`src/rtl/ifu_prefetch_pkg.sv`:
```
// ifu_prefetch_pkg: FSM encoding, latency bound, instruction stride and a saturating
// adder shared by the instruction-fetch unit.
package ifu_prefetch_pkg;

    typedef enum logic [0:0] {
        S_RUN     = 1'b0,
        S_DS_WAIT = 1'b1
    } ifu_state_e;

    localparam int unsigned IFU_MAX_LAT = 4;
    localparam int unsigned INST_STRIDE = 4;

    function automatic logic [31:0] sat_add32(input logic [31:0] a, input logic [31:0] b);
        logic [32:0] s;
        s = {1'b0, a} + {1'b0, b};
        return s[32] ? '1 : s[31:0];
    endfunction

endpackage

```
`src/rtl/ifu_fifo.sv`:
```
// ifu_fifo: show-ahead synchronous FIFO; keep_one collapses the queue to the entry
// following the (optionally popped) head.
module ifu_fifo
    import ifu_prefetch_pkg::*;
#(
    parameter int unsigned DEPTH = 4,
    parameter int unsigned WIDTH = 64
) (
    input  logic                     clk,
    input  logic                     rst,
    input  logic                     push,
    input  logic [WIDTH-1:0]         push_data,
    input  logic                     pop,
    input  logic                     keep_one,
    output logic [WIDTH-1:0]         head,
    output logic [$clog2(DEPTH):0]   count
);

    localparam int unsigned PW = $clog2(DEPTH);
    localparam int unsigned FW = PW + 1;

    logic [WIDTH-1:0] mem [DEPTH];
    logic [PW-1:0]    rd_ptr;
    logic [PW-1:0]    wr_ptr;
    logic [PW-1:0]    rd_next;

    assign rd_next = rd_ptr + PW'(pop);
    assign head    = mem[rd_ptr];

    always_ff @(posedge clk) begin
        if (push && !keep_one) begin
            mem[wr_ptr] <= push_data;
        end
    end

    always_ff @(posedge clk or negedge rst) begin
        if (!rst) begin
            rd_ptr <= '0;
            wr_ptr <= '0;
            count  <= '0;
        end else begin
            rd_ptr <= rd_next;
            // Surviving entry sits at rd_next; write pointer lands just behind it.
            if (keep_one) begin
                wr_ptr <= rd_next + PW'(1);
                count  <= FW'(1);
            end else begin
                wr_ptr <= wr_ptr + PW'(push);
                count  <= count + FW'(push) - FW'(pop);
            end
        end
    end

endmodule

```
`src/rtl/ifu_prefetch.sv`:
```
// ifu_prefetch: PC owner and ROM prefetcher with delay-slot preserving redirect.
// Define IFU_PERF_EN to add perf_fetch_o / perf_kill_o saturating counters.
module ifu_prefetch
    import ifu_prefetch_pkg::*;
#(
    parameter int unsigned       ADDR_W   = 32,
    parameter int unsigned       INST_W   = 32,
    parameter int unsigned       DEPTH    = 4,
    parameter int unsigned       ROM_LAT  = 1,
    parameter logic [ADDR_W-1:0] RESET_PC = '0
) (
    input  logic              clk,
    input  logic              rst,
    output logic              rom_ce_o,
    output logic [ADDR_W-1:0] rom_addr_o,
    input  logic [INST_W-1:0] rom_data_i,
    output logic              id_valid_o,
    output logic [ADDR_W-1:0] id_pc_o,
    output logic [INST_W-1:0] id_inst_o,
    input  logic              id_ready_i,
    input  logic              branch_flag_i,
    input  logic [ADDR_W-1:0] branch_target_i
`ifdef IFU_PERF_EN
    ,
    output logic [31:0]       perf_fetch_o,
    output logic [31:0]       perf_kill_o
`endif
);

    localparam int unsigned CW = $clog2(DEPTH + IFU_MAX_LAT) + 1;
    localparam int unsigned FW = $clog2(DEPTH) + 1;
    localparam int unsigned EW = ADDR_W + INST_W;

    ifu_state_e                     state;
    logic [ADDR_W-1:0]              fetch_pc;
    logic [ADDR_W-1:0]              saved_target;
    logic                           run_en;
    logic                           ds_pending;
    logic [ROM_LAT-1:0]             pipe_vld;
    logic [ROM_LAT-1:0][ADDR_W-1:0] pipe_pc;

    logic [FW-1:0]      fifo_count;
    logic [EW-1:0]      head;
    logic [CW-1:0]      occ;
    logic [CW-1:0]      in_flight;
    logic [ROM_LAT-1:0] oldest;
    logic [ROM_LAT-1:0] live;
    logic               valid;
    logic               pop;
    logic               push;
    logic               br;
    logic               keep_q;
    logic               keep_fl;
    logic               to_ds;
    logic               issue;

    always_comb begin
        occ       = CW'(fifo_count);
        in_flight = '0;
        oldest    = '0;
        for (int unsigned i = 0; i < ROM_LAT; i++) begin
            in_flight = in_flight + CW'(pipe_vld[i]);
            if (pipe_vld[i]) begin
                oldest    = '0;
                oldest[i] = 1'b1;
            end
        end
    end

    assign valid = (fifo_count != '0);
    assign pop   = valid & id_ready_i;
    // Branches are only taken in RUN and never from the delay-slot instruction itself.
    assign br      = pop & branch_flag_i & ~ds_pending & (state == S_RUN);
    assign keep_q  = br & (occ >= CW'(2));
    assign keep_fl = br & (occ == CW'(1)) & (in_flight != '0);
    assign to_ds   = br & (occ == CW'(1)) & (in_flight == '0);

    always_comb begin
        live = pipe_vld;
        if (keep_q) begin
            live = '0;
        end else if (keep_fl) begin
            live = pipe_vld & oldest;
        end
    end

    assign push  = live[ROM_LAT-1];
    assign issue = run_en & ~br & ((occ + in_flight) < CW'(DEPTH));

    assign rom_ce_o   = issue;
    assign rom_addr_o = fetch_pc;
    assign id_valid_o = valid;
    assign id_pc_o    = valid ? head[EW-1 -: ADDR_W] : '0;
    assign id_inst_o  = valid ? head[INST_W-1:0] : '0;

    ifu_fifo #(
        .DEPTH (DEPTH),
        .WIDTH (EW)
    ) u_fifo (
        .clk       (clk),
        .rst       (rst),
        .push      (push),
        .push_data ({pipe_pc[ROM_LAT-1], rom_data_i}),
        .pop       (pop),
        .keep_one  (keep_q),
        .head      (head),
        .count     (fifo_count)
    );

    always_ff @(posedge clk or negedge rst) begin
        if (!rst) begin
            state        <= S_RUN;
            fetch_pc     <= RESET_PC;
            saved_target <= '0;
            run_en       <= 1'b0;
            ds_pending   <= 1'b0;
            pipe_vld     <= '0;
            pipe_pc      <= '0;
        end else begin
            run_en      <= 1'b1;
            pipe_vld[0] <= issue;
            pipe_pc[0]  <= fetch_pc;
            for (int unsigned i = 1; i < ROM_LAT; i++) begin
                pipe_vld[i] <= live[i-1];
                pipe_pc[i]  <= pipe_pc[i-1];
            end

            if (br) begin
                ds_pending <= 1'b1;
            end else if (pop) begin
                ds_pending <= 1'b0;
            end

            case (state)
                S_RUN: begin
                    if (keep_q || keep_fl) begin
                        fetch_pc <= branch_target_i;
                    end else if (to_ds) begin
                        saved_target <= branch_target_i;
                        state        <= S_DS_WAIT;
                    end else if (issue) begin
                        fetch_pc <= fetch_pc + ADDR_W'(INST_STRIDE);
                    end
                end
                S_DS_WAIT: begin
                    // fetch_pc already holds branch_pc+4: fetch the delay slot, then jump.
                    if (issue) begin
                        fetch_pc <= saved_target;
                        state    <= S_RUN;
                    end
                end
                default: state <= S_RUN;
            endcase
        end
    end

`ifdef IFU_PERF_EN
    logic [31:0] kill_n;

    always_comb begin
        kill_n = '0;
        if (keep_q) begin
            kill_n = 32'(occ - CW'(2) + in_flight);
        end else if (keep_fl) begin
            kill_n = 32'(in_flight - CW'(1));
        end
    end

    always_ff @(posedge clk or negedge rst) begin
        if (!rst) begin
            perf_fetch_o <= '0;
            perf_kill_o  <= '0;
        end else begin
            perf_fetch_o <= sat_add32(perf_fetch_o, 32'(issue));
            perf_kill_o  <= sat_add32(perf_kill_o, kill_n);
        end
    end
`endif

endmodule

```
`config.mk`:
```
export PLATFORM = sky130hd
export DESIGN_NAME = ifu_prefetch
export DESIGN_NICKNAME = d
export VERILOG_FILES = /design/src/rtl/ifu_prefetch_pkg.sv /design/src/rtl/ifu_fifo.sv /design/src/rtl/ifu_prefetch.sv
export SDC_FILE = /design/constraint.sdc
export NUM_CORES = 1
export LEC_CHECK = 0
export ABC_AREA = 1
export BUFFER_PORTS_ARGS = -buffer_cell sky130_fd_sc_hd__buf_2
export CAP_MARGIN = 25
export CORE_AREA = 2 2 153 170
export CTS_CLUSTER_DIAMETER = 150
export DETAILED_ROUTE_END_ITERATION = 16
export DIE_AREA = 0 0 155 172
export PLACE_DENSITY = 0.84
export SYNTH_ARGS = -nofsm -noshare
export SYNTH_HDL_FRONTEND = slang
export SYNTH_HIERARCHICAL = 1
export SYNTH_SLANG_ARGS = --single-unit
```
`constraint.sdc`:
```
create_clock -name clk -period 12.5 [get_ports clk]
set_input_delay 3.125 -clock clk [delete_from_list [all_inputs] [get_ports clk]]
set_output_delay 3.125 -clock clk [all_outputs]
set_load 0.1 [all_outputs]
```
==> impl_metrics.env <==
export IMPL_status="finished clean"
export IMPL_cts_buffers=35
export IMPL_critPathKind="in -> out"
export IMPL_worstMarginPinSlew_ns=0.993
export IMPL_min_period_ns=7.25
export IMPL_finalNetCount=1776
export IMPL_antenna_found_initial=0
export IMPL_ios=166
export IMPL_reg2reg_slack_ns=9.42
export IMPL_gr_total_overflow=0
export IMPL_path_common_cell="buf_2"
export IMPL_gp_congestion=0.847
export IMPL_chipWidth_um=155
export IMPL_min_path_type="reg -> reg"
export IMPL_syn_num_nets=1632
export IMPL_async_flop_share=0.295
export IMPL_endpoint_kind="output port"
export IMPL_grt_pass1_wl_um=53500
export IMPL_maxCapViolCount=0
export IMPL_synthesis_yosys_warnings=6
export IMPL_path_max_fanout=5
export IMPL_synth_edf_count=256
export IMPL_arrival_ns=4.13
export IMPL_ys_seq_area_frac=0.668
export IMPL_placementRows=61
export IMPL_first_iter_violations=1078
export IMPL_holdBufCountCts=0
export IMPL_finalInstanceArea_um2=17800
export IMPL_hold_viol=0
export IMPL_synth_cell_types=30
export IMPL_grt_start_max_net_pins=111
export IMPL_worstPathBufferInverterCount=2
export IMPL_syn_inst=1558
export IMPL_slew_limit_headroom=0.338
export IMPL_postSynthAreaPerCell_um2=9.97
export IMPL_first_pass_iters=5
export IMPL_max_stage_delay_ns=0.49
export IMPL_startpoint_type="primary input"
export IMPL_drt_vias_per_instance=5.44
export IMPL_antenna_cells=0
export IMPL_min_period_over_period=0.580
export IMPL_drc=0
export IMPL_design_core_area_um2=25000
export IMPL_clk_latency_ns=0.51
export IMPL_fmax_mhz=138
export IMPL_die_area_um2=26700
export IMPL_ys_ff_latch=363
export IMPL_slew_viol_final=0
export IMPL_io_buffer_count=165
export IMPL_grt_pass1_vias=10846
export IMPL_synth_flop_cell="edfxtp_1"
export IMPL_ant_nets=0
export IMPL_post_cts_buffers=0
export IMPL_rsz0062_at_grt="false"
export IMPL_slowest_stage="buf_2"
export IMPL_finClkSkew_ns=0.0114
export IMPL_cts_sinks=363
export IMPL_cts_tree="done"
export IMPL_placed_area_um2=16500
export IMPL_drive_above_1_share=0.152
export IMPL_grt_use_total=0.253
export IMPL_start_util=0.622
export IMPL_cts_root_buf="clkbuf_16"
export IMPL_clockBufferDepth=3
export IMPL_required_ns=9.38
export IMPL_place_hpwl_um=19800
export IMPL_fillers=1724
export IMPL_area_growth_pct=14.7
export IMPL_die_h_um=172
export IMPL_via_count=11124
export IMPL_synth_area_um2=15500
export IMPL_drt_wl_total_um=33500
export IMPL_clk_transition_reported_paths_ns=0.06
export IMPL_fin_tns_setup_ns=0
export IMPL_setup_viol=0
export IMPL_ctsResizeCount=0
export IMPL_cpLargestDelayFamily="buffers and inverters"
export IMPL_crit_chain="buf_2 -> nand2_1 -> nor2_4 -> nor2_2 -> buf_2"
export IMPL_htreeDepth=2
export IMPL_wl_per_cell_um=16.4
==> layout by cell type, fill, tap and decap left out, types with 12 or more instances in the layout <==
cell type,netlist,layout
clkbuf_16,0,37
inv_1,132,132
edfxtp_1,256,256
buf_2,39,164
nand2_1,293,293
o21ai_0,98,98
nand3_1,38,38
nor2_1,351,351
o21ai_1,155,155
buf_4,6,12
dfrtp_1,107,106
==> layout make-up <==
type | count | area, um^2 | area share
inverters | 137 | 517 | 0.0290
repair buffers | 178 | 966 | 0.0542
flip-flops and latches | 363 | 10400 | 0.582
multi-input cells | 987 | 4310 | 0.242
clock buffers | 40 | 947 | 0.0532
well taps | 315 | 394 | 0.0221
clock inverters | 23 | 299 | 0.0168
==> worst reg2reg max path: stages (launching register included) <==
cell     delay, ns
dfrtp_1       0.96
nor2_2        0.09
nand4_1       0.21
nor2_1        0.13
inv_1         0.15
nand2_1       0.18
nor3_2        0.17
buf_4         0.79
==> Yosys cell counts (2+ instances only) <==
| master | instances | area, um^2 |
|---|---|---|
| nand2_1 | 293 | 1100 |
| dfrtp_1 | 107 | 2680 |
| nand2_2 | 4 | 25.0 |
| o21bai_1 | 2 | 15.0 |
| buf_6 | 2 | 22.5 |
| nor3_1 | 4 | 20.0 |
| ha_1 | 5 | 62.6 |
| o21ai_0 | 98 | 490 |
| edfxtp_1 | 256 | 7690 |
| nor2_1 | 351 | 1320 |
| buf_4 | 6 | 45.0 |
| clkbuf_1 | 21 | 78.8 |
| buf_2 | 39 | 195 |
| inv_1 | 132 | 495 |
| xor2_1 | 6 | 52.6 |
| o21ai_1 | 155 | 776 |
| xnor2_1 | 5 | 43.8 |
| a21oi_1 | 2 | 10.0 |
| or2_2 | 6 | 37.5 |
| nand3_1 | 38 | 190 |
| inv_2 | 5 | 18.8 |
| nor2_2 | 4 | 25.0 |
| nor2_4 | 2 | 22.5 |
| buf_1 | 3 | 11.3 |
| nand4_1 | 5 | 31.3 |
| nand3b_1 | 3 | 22.5 |
==> registers in the layout, indices dropped and copies added (netlist names) <==
signal         count
ds_pending         1
pipe_pc           32
pipe_vld           1
rom_addr_o        32
run_en             1
saved_target      32
state              1
u_fifo/count       3
u_fifo/mem       256
u_fifo/rd_ptr      2
u_fifo/wr_ptr      2
==> cell families after synthesis <==
| family | share of synthesized area |
|---|---|
| flops | 0.668 |
| buf+inv | 0.0558 |
| fa+ha+maj | 0.00532 |
| xor+xnor | 0.00621 |
| compound gates | 0.0850 |
| other cells | 0.000242 |
| simple gates | 0.180 |
==> metal layers <==
metal | vias to the layer above | GRT usage | share of wire
li1 | 5391 | - | -
met1 | 5239 | 0.338 | 0.42
met2 | 420 | 0.431 | 0.49
met3 | 74 | 0.0368 | 0.066
met4 | 0 | 0.0837 | 0.027
met5 | - | 0 | 0
==> final timing paths <==
check / cells after the start / start / to
hold / removal: 0 / rom_addr_o[0] / pipe_pc[0]
min in group asynchronous: 1 / rst / rom_addr_o[28]
max in group asynchronous: 2 / rst / u_fifo/rd_ptr[0]
setup / recovery: 5 / branch_flag_i / rom_ce_o
setup reg to reg: 7 / state / u_fifo/mem[3][4]
hold reg to reg: 0 / rom_addr_o[0] / pipe_pc[0]
==> through the flow <==
| step | util | cells | hold WS [ns] | worst slack [ns] |
|---|---|---|---|---|
| CTS | 0.711 | 2041 | 0.420 | 5.25 |
| floorplan | - | 1558 | 0.446 | 4.01 |
| finish | 0.713 | 2043 | 0.424 | 5.25 |
| global placement | 0.661 | 1978 | 0.401 | 5.28 |
| detailed placement | 0.661 | 1978 | 0.401 | 5.25 |
| global route | 0.713 | 2043 | 0.425 | 5.20 |
Power is not shown: default switching activity piles up to over one toggle a cycle in this logic, so the estimate is an artifact.
